File: src/rtl/spi_frame_pkg.sv
// rtl/spi_frame_pkg.sv - state encoding, width helpers and JSTK2 command bytes for spi_frame_master
package spi_frame_pkg;

    typedef enum logic [2:0] {
        S_IDLE,
        S_SETUP,
        S_SHIFT,
        S_GAP,
        S_HOLD,
        S_DONE
    } state_t;

    function automatic int lw_of(input int max_bytes);
        return $clog2(max_bytes + 1);
    endfunction

    function automatic int csw_of(input int n_cs);
        return (n_cs > 1) ? $clog2(n_cs) : 1;
    endfunction

    localparam logic [7:0] JSTK_CMD_SET_LED    = 8'h84;
    localparam logic [7:0] JSTK_CMD_GET_STATUS = 8'hC0;

endpackage

File: src/rtl/spi_byte_shifter.sv
// rtl/spi_byte_shifter.sv - one SPI mode-0 byte, MSB first, with the SCLK half-period divider
module spi_byte_shifter #(
    parameter int CLK_DIV = 50
) (
    input  logic       i_clk,
    input  logic       i_n_reset,
    input  logic       start,
    input  logic [7:0] tx_byte,
    output logic [7:0] rx_byte,
    output logic       done,
    output logic       sclk,
    output logic       mosi,
    input  logic       miso
);

    localparam int DIVW = (CLK_DIV > 1) ? $clog2(CLK_DIV) : 1;

    logic            active;
    logic [DIVW-1:0] div_cnt;
    logic [2:0]      bit_cnt;
    logic [7:0]      tx_sr;
    logic [7:0]      rx_sr;
    logic            half_end;

    assign half_end = (div_cnt == DIVW'(CLK_DIV - 1));
    assign done     = active && sclk && half_end && (bit_cnt == 3'd7);
    assign rx_byte  = rx_sr;
    // Before the byte starts, show its MSB so the slave sees it ahead of the first rising edge.
    assign mosi     = active ? tx_sr[7] : tx_byte[7];

    always_ff @(posedge i_clk or negedge i_n_reset) begin
        if (!i_n_reset) begin
            active  <= 1'b0;
            sclk    <= 1'b0;
            div_cnt <= '0;
            bit_cnt <= '0;
            tx_sr   <= '0;
            rx_sr   <= '0;
        end else if (start) begin
            active  <= 1'b1;
            sclk    <= 1'b0;
            div_cnt <= '0;
            bit_cnt <= '0;
            tx_sr   <= tx_byte;
        end else if (active) begin
            if (half_end) begin
                div_cnt <= '0;
                if (!sclk) begin
                    sclk  <= 1'b1;
                    rx_sr <= {rx_sr[6:0], miso};
                end else begin
                    sclk <= 1'b0;
                    if (bit_cnt == 3'd7) begin
                        active <= 1'b0;
                    end else begin
                        bit_cnt <= bit_cnt + 3'd1;
                        tx_sr   <= {tx_sr[6:0], 1'b0};
                    end
                end
            end else begin
                div_cnt <= div_cnt + 1'b1;
            end
        end
    end

endmodule

File: src/rtl/spi_frame_master.sv
// rtl/spi_frame_master.sv - multi-byte SPI mode-0 frame engine with CS timing, multi-slave select and poll timer
module spi_frame_master
    import spi_frame_pkg::*;
#(
    parameter int CLK_DIV   = 50,
    parameter int MAX_BYTES = 8,
    parameter int CS_SETUP  = 1500,
    parameter int BYTE_GAP  = 1000,
    parameter int CS_HOLD   = 100,
    parameter int N_CS      = 2,
    parameter int POLL_CYC  = 0
) (
    input  logic                         i_clk,
    input  logic                         i_n_reset,
    input  logic                         i_start,
    input  logic [lw_of(MAX_BYTES)-1:0]  i_len,
    input  logic [csw_of(N_CS)-1:0]      i_cs_sel,
    input  logic [8*MAX_BYTES-1:0]       i_tx_data,
    input  logic                         i_poll_en,
    output logic                         o_busy,
    output logic                         o_done,
    output logic [8*MAX_BYTES-1:0]       o_rx_data,
    output logic [N_CS-1:0]              o_cs_n,
    output logic                         o_sclk,
    output logic                         o_mosi,
    input  logic                         i_miso
);

    localparam int LW  = lw_of(MAX_BYTES);
    localparam int CSW = csw_of(N_CS);
    localparam int DW  = 8 * MAX_BYTES;

    state_t          state, state_nx;
    logic [31:0]     cnt;
    logic [LW-1:0]   len_q, idx, tx_idx;
    logic [CSW-1:0]  sel_q;
    logic [DW-1:0]   data_q, rx_buf, rx_nx;
    logic [7:0]      tx_byte, rx_byte;
    logic            accept, tick, last_byte, cs_active;
    logic            sh_start, sh_done, sh_mosi;

    assign accept    = (state == S_IDLE) && (i_start || tick) && (i_len != '0) &&
                       ({1'b0, i_cs_sel} < (CSW+1)'(N_CS));
    assign last_byte = (idx == len_q - 1'b1);
    // With no gap the next byte is loaded in the same cycle the current one ends.
    assign tx_idx    = (state == S_SHIFT && BYTE_GAP == 0) ? idx + 1'b1 : idx;
    assign tx_byte   = 8'(data_q >> {tx_idx, 3'b000});
    assign cs_active = (state == S_SETUP) || (state == S_SHIFT) || (state == S_GAP) || (state == S_HOLD);

    always_comb begin
        state_nx = state;
        sh_start = 1'b0;
        unique case (state)
            S_IDLE:  if (accept) state_nx = S_SETUP;
            S_SETUP: if (cnt == 32'(CS_SETUP - 1)) begin
                state_nx = S_SHIFT;
                sh_start = 1'b1;
            end
            S_SHIFT: if (sh_done) begin
                if (last_byte)          state_nx = (CS_HOLD == 0) ? S_DONE : S_HOLD;
                else if (BYTE_GAP == 0) sh_start = 1'b1;
                else                    state_nx = S_GAP;
            end
            S_GAP:   if (cnt == 32'(BYTE_GAP - 1)) begin
                state_nx = S_SHIFT;
                sh_start = 1'b1;
            end
            S_HOLD:  if (cnt == 32'(CS_HOLD - 1)) state_nx = S_DONE;
            S_DONE:  state_nx = S_IDLE;
            default: state_nx = S_IDLE;
        endcase
    end

    always_comb begin
        rx_nx = rx_buf;
        if (sh_done) rx_nx[8*idx +: 8] = rx_byte;
    end

    always_ff @(posedge i_clk or negedge i_n_reset) begin
        if (!i_n_reset) begin
            state     <= S_IDLE;
            cnt       <= '0;
            len_q     <= '0;
            idx       <= '0;
            sel_q     <= '0;
            data_q    <= '0;
            rx_buf    <= '0;
            o_rx_data <= '0;
        end else begin
            state <= state_nx;
            cnt   <= (state_nx != state) ? '0 : cnt + 1'b1;
            if (accept) begin
                len_q  <= (i_len > LW'(MAX_BYTES)) ? LW'(MAX_BYTES) : i_len;
                sel_q  <= i_cs_sel;
                data_q <= i_tx_data;
                idx    <= '0;
                rx_buf <= '0;
            end else begin
                rx_buf <= rx_nx;
                if (sh_done && !last_byte) idx <= idx + 1'b1;
            end
            if (state_nx == S_DONE && state != S_DONE) o_rx_data <= rx_nx;
        end
    end

    generate
        if (POLL_CYC > 0) begin : g_poll
            logic [31:0] poll_cnt;
            assign tick = i_poll_en && (poll_cnt == 32'(POLL_CYC - 1));
            // Restart on every accept so the period is start-to-start; a dropped tick also restarts it.
            always_ff @(posedge i_clk or negedge i_n_reset) begin
                if (!i_n_reset)                          poll_cnt <= '0;
                else if (!i_poll_en || accept || tick)   poll_cnt <= '0;
                else                                     poll_cnt <= poll_cnt + 1'b1;
            end
        end else begin : g_no_poll
            logic unused_poll_en;
            assign unused_poll_en = i_poll_en;
            assign tick = 1'b0;
        end
    endgenerate

    always_comb begin
        o_cs_n = '1;
        for (int i = 0; i < N_CS; i++) begin
            if (cs_active && sel_q == CSW'(i)) o_cs_n[i] = 1'b0;
        end
    end

    assign o_busy = (state != S_IDLE);
    assign o_done = (state == S_DONE);
    assign o_mosi = cs_active ? sh_mosi : 1'b0;

    spi_byte_shifter #(
        .CLK_DIV (CLK_DIV)
    ) u_shifter (
        .i_clk     (i_clk),
        .i_n_reset (i_n_reset),
        .start     (sh_start),
        .tx_byte   (tx_byte),
        .rx_byte   (rx_byte),
        .done      (sh_done),
        .sclk      (o_sclk),
        .mosi      (sh_mosi),
        .miso      (i_miso)
    );

endmodule

File: config.mk
export PLATFORM = sky130hd
export DESIGN_NAME = spi_frame_master
export DESIGN_NICKNAME = d
export VERILOG_FILES = /design/src/rtl/spi_frame_pkg.sv /design/src/rtl/spi_byte_shifter.sv /design/src/rtl/spi_frame_master.sv
export SDC_FILE = /design/constraint.sdc
export NUM_CORES = 1
export LEC_CHECK = 0
export ABC_AREA = 1
export CORE_AREA = 8 8 202 156
export DETAILED_ROUTE_END_ITERATION = 8
export DIE_AREA = 0 0 210 164
export GPL_TIMING_DRIVEN = 0
export PLACE_DENSITY = 0.78
export SYNTH_ARGS = -nofsm -noshare
export SYNTH_HDL_FRONTEND = slang
export SYNTH_HIERARCHICAL = 1
export SYNTH_SLANG_ARGS = --single-unit
File: constraint.sdc
create_clock -name i_clk -period 4.05 [get_ports i_clk]
set_clock_uncertainty 0.15 [all_clocks]
set_input_delay 1.0125 -clock i_clk [delete_from_list [all_inputs] [get_ports i_clk]]
set_output_delay 1.0125 -clock i_clk [all_outputs]
set_load 0.1 [all_outputs]
==> results of run 1 <==
flip-flops by register name, summed over array words and instances, names as in the netlist, 3 cells and up:
register	count
data_q	64
o_rx_data	64
rx_buf	64
cnt	32
u_shifter/rx_byte	8
u_shifter/tx_sr	8
u_shifter/div_cnt	6
idx	4
len_q	4
state	3
u_shifter/bit_cnt	3
area by class of cell:
cell class,instances,share of cell area (%)
Buffer,70,2.62
Clock inverter,13,1.01
Tap cell,392,3.18
Inverter,84,2.04
Sequential cell,263,42.7
Multi-Input combinational cell,1064,34.0
Timing Repair Buffer,144,9.59
Clock buffer,37,4.88
worst max-delay path, stage by stage (launching register included):
cell,delay [ns]
dfrtp_2,0.48
inv_1,0.16
clkbuf_2,0.25
clkbuf_2,0.30
o21ai_0,0.18
a31oi_2,0.28
nand2_1,0.08
nand2_1,0.08
inv_1,0.05
nor2_1,0.11
buf_4,0.30
power by group through the flow:
stage	combinational, W	sequential (W)	clock, W
floorplan	0.000154	0.00277	0
global placement	0.000320	0.00279	0
detailed placement	0.000337	0.00278	0
CTS	0.000339	0.00274	0.00258
global route	0.000378	0.00274	0.00269
finish	0.000337	0.00274	0.00255
worst paths after layout:
check	start	to	cells after the start
max	idx[0]	o_mosi	10
min	i_n_reset	data_q[17]	1
max reg2reg	u_shifter/div_cnt[1]	o_rx_data[55]	12
min reg2reg	data_q[14]	data_q[14]	2
max in group asynchronous	i_n_reset	o_rx_data[26]	2
min in group i_clk	data_q[14]	data_q[14]	2
repair_timing:
item / CTS / global route
resized for setup: 16 / 3
pin swaps: 0 / 0
endpoints found under the setup margin: 2 / 2
endpoints found under the hold margin: 0 / 0
hold buffers: 0 / 0
layout by cell type, fill, tap and decap left out, types with 28 or more instances in the layout:
master	instances
nand2_1	467
dfrtp_1	262
nor2_1	174
clkdlybuf4s50_1	138
o21ai_0	121
inv_1	74
o21ai_1	45
nor2_4	37
clkbuf_1	35
nand3_1	35
nor3_1	28
cell families after synthesis:
group,share of synthesized area (%)
compound gates,8.39
mux,0.639
fa+ha+maj,1.20
buf+inv,5.66
xor+xnor,1.89
flops,52.5
simple gates,29.7
metal layers:
layer	global-route usage, %	share of wire [%]
met1	27.7	47
met2	29.4	43
met3	3.28	6.8
met4	5.34	2.6
met5	0	0
through the flow:
stage	hold WS [ns]	util [%]	instances	power [W]
final	0.221	54.2	2067	0.00562
after global routing	0.234	54.2	2067	0.00581
after global placement	0.304	50.8	2015	0.00311
after CTS	0.221	54.2	2067	0.00566
after floorplan	0.292	-	1481	0.00293
after detailed placement	0.309	51.0	2017	0.00312
==> impl_results.md, run 1 <==
* CTS tree: yes
* Area growth syn-to-layout at 23.1%
* Footprint of the multi-input gates at between 5000 and 6000 um^2
* Finished Cell Area at about 15,000 um^2
* Count of flip-flops with a built-in enable after synthesis at 0
* Fin Setup TNS at 0 ns
* Max-cap violations at 0
* Register-to-register setup slack at 0.57 ns
* Placed inst area at roughly 15,000 um^2
* Fraction of layout cells with a size suffix above 1 at a little over a tenth
* Logic gate share of total power at about 6.0%
* Global Route Usage Sum at between 10% and 20%
* Max Root-Sink Buffers at 3
* DRT Pass-1 Iters at 5
* Worst-Skew Late Latency at around 0.53 ns
* Syn Std Cell Area at between 10,000 and 15,000 um^2
* Synth area leader: dfrtp_1
* Number of synthesized register bits at about 260
* Vias in the first global route at 10.6k
* Top cells by area, synth: dfrtp_1 53%, nand2_1 14%, nor2_1 5.2%
* GPL Wtd Cong at roughly 0.9
* Worst slew margin at ~28%
* Share of the yosys chip area belonging to registers at 52.5%
* Worst-margin pin slew at roughly 1.1 ns
* DP HPWL at 24,400 um
* # H-tree levels at 1
* CP startpoint kind: register
* Number of port buffers at between 100 and 150
* Number of antenna violations at the first check in global routing at 0
* Min-Delay Path Class: primary input to async pin
* Min cycle time layout at approximately 4.0 ns
* Sequential share of power at around half
* Top post-synthesis cells by count: 467 x nand2_1, 263 x dfrtp_1, 174 x nor2_1, 121 x o21ai_0, 74 x inv_1
* CTS Sinks at 263
* Slew Limit Fails at 0
* Max rail drop VDD at between 0.3 and 0.4 mV
* Residual DRC count at 0
* Setup Fix Bufs, Post-CTS at 0
* CTS clk-pin slew, worst paths at 0.06 ns
* CORE AREA at 28,400 um^2
* Status: completed
* YS warnings at 6
* Vias at 10.5k
* Worst EP arrival at roughly 2.8 ns
* RSZ-0062 raised after global routing: yes
* Total CTS buffers at 27
* Die footprint at between 30,000 and 40,000 um^2
* Post-synth ARST share at between 90% and 100%
* Root buffer cell: clkbuf_16
* Leakage at around 7.2 nW
* Yosys top cell area share at roughly 53%
* Nets at between 1.5k and 2k
* Sw Ratio at between 20 and 25%
* Drt first-iter violations at between 1k and 1.5k
* Mean area per synthesized cell at 8.46 um^2
* DR WL/cell at approximately 16 um
* Pwr/cell area at 364 nW/um^2
* Syn_nets at ~1.6k
* Clock Power Share at a little under half
* Initial Util at between 40% and 50%
* Final setup fails at 0
* Worst-path fanout max at 11
* Grt total ovfl at 0
* Synth cell types at 42
* Pre-CTS WS at -0.646 ns
* Psw at 0.00129 W
* Period utilization at a little over nine tenths
* Die Height at around 160 um
* Synth Flop Type: dfrtp_1
* Crit Path Class: register to output pin
* Pin count of the biggest net entering global routing at roughly 120
* First-pass GRT wire length at ~54,000 um
* Fill count at 2,532
* Setup slack after layout at 0.0703 ns
* Die width at between 200 and 250 um
* DRT Wirelength at around 33,000 um
* Pint at 0.00433 W
* Critical Path RT at roughly 2.9 ns
* N_diodes at 0
* Vias/cell at 5.09
* Rows at between 50 and 60
* F_max at 251 MHz
* IO Pins at 144
* Syn Inst Count at between 1k and 1.5k
* Final-report hold violation count at 0
* Register area at approximately 6600 um^2
* Count leader, synth: nand2_1
* Worst Setup End Kind: output pin
* Post-route ant nets at 0
(Power assumes the default switching activity.)
==> run 2: changes to the inputs <==
--- a/config.mk
+++ b/config.mk
@@ -7,6 +7,7 @@
 export LEC_CHECK = 0
 export ABC_AREA = 1
 export CORE_AREA = 8 8 202 156
+export CTS_BUF_LIST = sky130_fd_sc_hd__clkbuf_2 sky130_fd_sc_hd__clkbuf_4 sky130_fd_sc_hd__clkbuf_8
 export DETAILED_ROUTE_END_ITERATION = 8
 export DIE_AREA = 0 0 210 164
 export GPL_TIMING_DRIVEN = 0
==> run 2 against run 1 <==
Against the previous run: global-route usage grew 0.16 points; flip-flop and latch count unchanged; clock power decreased by 5%; critical endpoint unchanged; register-to-register slack lost 0.05 ns; die area unchanged; fmax increased by 1.7%; cell area grew 0.11%; cell count increased by 1.3%; worst setup slack improved by 0.065 ns; first-iteration DRC count fell by 3.7%; core utilization increased by 0.062 points; combinational power is essentially flat.
==> impl_results.md, run 2 (synthesis results as in run 1) <==
* Status: completed
* CP max stage cell: dfrtp_2
* Grt total ovfl at 0 (unchanged)
* Critical Path RT at 2.89 ns (about the same)
* Die Height at 164 um (unchanged)
* Min-Delay Path Class: primary input to async pin
* Global Route Usage Sum at 19.3% (+0.16 points)
* Pwr/cell area at 355 nW/um^2 (-2.5%)
* CTS tree: yes
* Most frequent cells in the layout: 467 x nand2_1, 261 x dfrtp_1, 174 x nor2_1
* Total CTS buffers at 44 (+63%)
* CORE AREA at 28,400 um^2 (unchanged)
* Die width at 210 um (unchanged)
* Residual DRC count at 0 (unchanged)
* CTS Sinks at 263 (unchanged)
* Worst slew margin at 27.0% (-0.81 points)
* Rows at 54 (unchanged)
* Worst EP arrival at 2.75 ns (-0.07 ns)
* Root buffer cell: clkbuf_8
* Hold buffers post-CTS at 0 (unchanged)
* DR WL/cell at 15.8 um (-0.49%)
* Max rail drop VDD at 0.204 mV (-36%)
* Worst Setup End Kind: output pin
* Commonest non-fill, non-tap cell in the layout: nand2_1
* # H-tree levels at 2 (+1)
* Placed cells at 2,017 (unchanged)
* Area growth syn-to-layout at 23.3%
* Period utilization at 96.7% (-1.6 points)
* Fraction of layout cells with a size suffix above 1 at 12.6% (+1.9 points)
* CP startpoint kind: register
* Fill count at 2,509 (-0.91%)
* Worst-margin pin slew at 1.09 ns (+0.0121 ns)
* CP max stage delay at 0.48 ns (about the same)
* Max-cap violations at 0 (unchanged)
* Number of port buffers at 142 (unchanged)
* Nets at 1,757 (+0.98%)
* Pin count of the biggest net entering global routing at 117 (unchanged)
* CTS clk-pin slew, worst paths at 0.07 ns (about the same)
* F_max at 255 MHz (+1.7%)
* Crit Path Class: register to output pin
* Number of antenna violations at the first check in global routing at 0 (unchanged)
* Finished Layout Cells at 2,094 (+1.3%)
* DRT Pass-1 Iters at 6 (+1)
* Vias in the first global route at 10.8k (+1.6%)
* Max Root-Sink Buffers at 3 (unchanged)
* Die footprint at 34,400 um^2 (unchanged)
* Min cycle time layout at 3.91 ns (-0.0651 ns)
* IO Pins at 144 (unchanged)
* Placed inst area at 14,500 um^2 (unchanged)
* DP HPWL at 24,400 um (unchanged)
* Drt first-iter violations at 1,058 (-3.7%)
* Buf/Inv on CP at 5 (unchanged)
* RSZ-0062 raised after global routing: no
* Leakage at 7.20 nW (+0.63%)
* GPL Wtd Cong at 0.919 (unchanged)
* Vias/cell at 5.05 (-0.67%)
* N_diodes at 0 (unchanged)
* First-pass GRT wire length at 54,600 um (+0.35%)
* Top Registers: data_q (64), o_rx_data (64), rx_buf (64)
* Crit-path cells: inv_1, clkbuf_2, clkbuf_4, o21ai_0, a31oi_2, nand2_1, nand2_1, inv_1, nor2_1, buf_6
* Finished Cell Area at 15,400 um^2 (+0.11%)
* Final setup fails at 0 (unchanged)
* Initial Util at 44.1% (unchanged)
* Post-route ant nets at 0 (unchanged)
* Worst-Skew Late Latency at 0.54 ns (about the same)
* Vias at 10.6k (+0.63%)
* DRT Wirelength at 33,000 um (+0.81%)
* Slew Limit Fails at 0 (unchanged)
* CP delay by family, top: buffers and inverters
* Final-report hold violation count at 0 (unchanged)
* Worst-path fanout max at 10 (-1)
==> run 2: cell count changes in the layout (fill, tap and decap cells not counted), moves of 3 or more <==
cell	change
clkbuf_8	+53
clkbuf_16	-27
clkbuf_4	+13
clkbuf_1	-7
bufinv_16	-3
clkinv_2	+3
==> run 2: area by class of cell <==
| type | instances | area [um^2] | share of cell area (%) |
|---|---|---|---|
| Inverter | 84 | 315 | 2.04 |
| Buffer | 70 | 413 | 2.67 |
| Timing Repair Buffer | 144 | 1480 | 9.58 |
| Clock buffer | 67 | 860 | 5.57 |
| Sequential cell | 263 | 6580 | 42.6 |
| Multi-Input combinational cell | 1064 | 5250 | 34.0 |
| Clock inverter | 10 | 56.3 | 0.365 |
| Tap cell | 392 | 490 | 3.18 |
==> run 2: per-layer routing <==
layer / part of all wire (%) / vias up / track usage, %
li1: - / 5130 / -
met1: 48 / 4992 / 27.4
met2: 43 / 392 / 29.3
met3: 6.9 / 68 / 3.99
met4: 2.4 / 0 / 6.75
met5: 0 / - / 0
==> run 2: worst paths after layout <==
check,startpoint,endpoint,slack (ns),depth (start not counted)
worst min-delay path,i_n_reset,data_q[24],0.21,1
worst max-delay path,idx[0],o_mosi,0.14,10
max in group asynchronous,i_n_reset,o_rx_data[25],2.63,2
min in group i_clk,data_q[14],data_q[14],0.32,2
worst max register to register,u_shifter/div_cnt[1],o_rx_data[55],0.52,12
worst min register to register,data_q[14],data_q[14],0.32,2
==> run 2: repair_timing <==
item,in CTS,in global routing
resized for setup,18,9
setup buffers,0,0
setup endpoints to repair,3,1
==> run 2: per-stage QoR <==
stage               setup WS (ns)  power (W)  util (%)  setup TNS [ns]  hold WS, ns
floorplan                   0.108    0.00293         -               0        0.292
global route               0.0118    0.00572      54.3               0        0.212
detailed placement         -0.646    0.00312      51.0          -0.646        0.309
finish                      0.135    0.00549      54.3               0        0.212
CTS                        0.0221    0.00553      54.2               0        0.199
global placement            -9.21    0.00311      50.8        -2417.57        0.304
==> run 2: report_power, final <==
group          switching [W]  internal (W)
combinational       0.000204      0.000134
clock                0.00105       0.00135
sequential         0.0000336       0.00271
==> run 3: changes to the inputs <==
--- a/config.mk
+++ b/config.mk
@@ -12,6 +12,7 @@
 export DIE_AREA = 0 0 210 164
 export GPL_TIMING_DRIVEN = 0
 export PLACE_DENSITY = 0.78
+export REMOVE_ABC_BUFFERS = 1
 export SYNTH_ARGS = -nofsm -noshare
 export SYNTH_HDL_FRONTEND = slang
 export SYNTH_HIERARCHICAL = 1
==> run 3 against run 2 <==
Against the previous run: fmax up 1.7%; routed wire length fell by 8.4%; global-route usage decreased by 1.4 points; clock power shrank 2%; cell count is 3.0% lower; combinational power decreased by 2%; critical path type unchanged; clock-buffer cell count unchanged; via count decreased by 3.8%; first-iteration DRC count shrank 42%; sequential power about the same; die area is the same.
==> impl_results.md, run 3 (synthesis results as in run 1) <==
* Final setup fails at 0 (unchanged)
* Worst-margin pin slew at 1.10 ns (+0.0103 ns)
* IO Pins at 144 (unchanged)
* Critical Path RT at 2.89 ns (about the same)
* Min cycle time layout at 3.85 ns (-0.0668 ns)
* CP max stage cell: dfrtp_4
* Pre-CTS WS at -1.02 ns (-0.378 ns)
* Vias in the first global route at 10.2k (-5.2%)
* Worst slew margin at 26.3% (-0.69 points)
* Period utilization at 95.0% (-1.6 points)
* CTS clk-pin slew, worst paths at 0.06 ns (about the same)
* Final-report hold violation count at 0 (unchanged)
* Crit-path cells: clkinvlp_4, buf_4, o21ai_0, o22ai_1, o21ai_0, a31oi_1, nand2_1, nand2_1, inv_1, nor2_1, buf_6
* Max-cap violations at 0 (unchanged)
* Die footprint at 34,400 um^2 (unchanged)
* Drt first-iter violations at 618 (-42%)
* Max Root-Sink Buffers at 3 (unchanged)
* Most frequent cells in the layout: 466 x nand2_1, 261 x dfrtp_1, 174 x nor2_1
* Residual DRC count at 0 (unchanged)
* Commonest non-fill, non-tap cell in the layout: nand2_1
* CORE AREA at 28,400 um^2 (unchanged)
* Post-route ant nets at 0 (unchanged)
* Pwr/cell area at 359 nW/um^2 (+0.99%)
* Worst EP arrival at 2.69 ns (-0.06 ns)
* Vias at 10.2k (-3.8%)
* Metal-1 WL at 13,800 um (-12%)
* Worst Setup End Kind: output pin
* Number of port buffers at 142 (unchanged)
* Vias/cell at 5.01 (-0.81%)
* Nets at 1,699 (-3.3%)
* First-pass GRT wire length at 51,400 um (-5.8%)
* DR top layer: met4
* Worst reg2reg path depth at 11 (-1)
* Met3 routed WL at 2080 um (-9.0%)
* Number of antenna violations at the first check in global routing at 0 (unchanged)
* CP startpoint kind: register
* Die Height at 164 um (unchanged)
* Initial Util at 44.1% (unchanged)
* Slew Limit Fails at 0 (unchanged)
* CTS tree: yes
* Finished Cell Area at 15,200 um^2 (-1.8%)
* Max rail drop VDD at 0.169 mV (-17%)
* Total CTS buffers at 44 (unchanged)
* GPL Wtd Cong at 0.883 (-3.9%)
* WL met2 at 13,600 um (-4.2%)
* Die width at 210 um (unchanged)
* Worst-path fanout max at 24 (+14)
* Area growth syn-to-layout at 21.0%
* Crit Path Class: register to output pin
* CTS Sinks at 263 (unchanged)
* Placed inst area at 14,200 um^2 (-2.0%)
* DR WL/cell at 14.9 um (-5.5%)
* Worst-Skew Late Latency at 0.56 ns (+0.02 ns)
* Fill count at 2,599 (+3.6%)
* Leakage at 7.00 nW (-2.7%)
* Global Route Usage Sum at 18.0% (-1.4 points)
* Pin count of the biggest net entering global routing at 127 (+8.5%)
* Top Registers: data_q (64), o_rx_data (64), rx_buf (64)
* Status: completed
* Fraction of layout cells with a size suffix above 1 at 11.1% (-1.5 points)
* Setup slack after layout at 0.202 ns (+0.0668 ns)
* Post-layout util at 53.3% (-0.99 points)
* DP HPWL at 20,100 um (-17%)
* Root buffer cell: clkbuf_8
* # H-tree levels at 2 (unchanged)
* DRT Pass-1 Iters at 5 (-1)
* F_max at 260 MHz (+1.7%)
* CP max stage delay at 0.63 ns (+0.15 ns)
* DRT Wirelength at 30,200 um (-8.4%)
* Grt total ovfl at 0 (unchanged)
* Rows at 54 (unchanged)
* Min-Delay Path Class: primary input to async pin
* RSZ-0062 raised after global routing: no
run 3: changes by cell type in the layout (fill, tap and decap cells not counted), sizes merged:
cell,delta
clkbuf,-34
buf,-26
clkinv,-5
clkinvlp,+3
inv,-2
diode,+1
run 3: power by group:
part,internal (W),switching [W]
Clock,0.00134,0.00103
Combinational,0.000134,0.000197
Sequential,0.00271,0.0000298
Total,0.00418,0.00126
run 3: metrics by stage:
step	hold slack (ns)	total power (W)	instances	setup TNS (ns)
finish	0.221	0.00544	2031	0
global route	0.222	0.00569	2030	0
CTS	0.200	0.00552	2026	0
detailed placement	0.309	0.00311	1951	-1.09
global placement	0.303	0.00309	1945	-2806.36
floorplan	0.292	0.00292	1411	-18.32
run 3: layer usage:
layer | up-vias | global-route usage (%)
li1 | 4990 | -
met1 | 4840 | 24.2
met2 | 296 | 28.5
met3 | 55 | 4.04
met4 | 0 | 6.17
met5 | - | 0
run 3: final cells by class:
| class | count | area [um^2] | area share (%) |
|---|---|---|---|
| well taps | 392 | 490 | 3.23 |
| inverters | 84 | 328 | 2.16 |
| repair inverters | 2 | 10.0 | 0.0660 |
| flip-flops and latches | 263 | 6590 | 43.4 |
| clock buffers | 67 | 860 | 5.67 |
| diodes | 1 | 2.50 | 0.0165 |
| clock inverters | 4 | 23.8 | 0.157 |
| multi-input cells | 1064 | 5240 | 34.6 |
| repair buffers | 154 | 1620 | 10.7 |
run 3: final timing paths:
path,slack [ns],from,to
worst max register to register,0.35,u_shifter/div_cnt[1],cnt[31]
worst max-delay path,0.20,idx[1],o_mosi
max in group asynchronous,2.57,i_n_reset,data_q[56]
worst min-delay path,0.22,i_n_reset,cnt[6]
min in group i_clk,0.33,data_q[46],data_q[46]
worst min register to register,0.33,data_q[46],data_q[46]
run 3: repair_timing:
item / CTS / global route
endpoints found under the setup margin: 6 / 1
setup buffers: 2 / 4
hold buffers: 0 / 0
cloned: 2 / 0
resized for setup: 12 / 1
run 3: critical path, delay by kind of cell, from the launching register on:
| family | cells | cell delay, ns |
|---|---|---|
| compound gates | 4 | 0.59 |
| buf+inv | 4 | 0.60 |
| flops | 1 | 0.63 |
| simple gates | 3 | 0.32 |
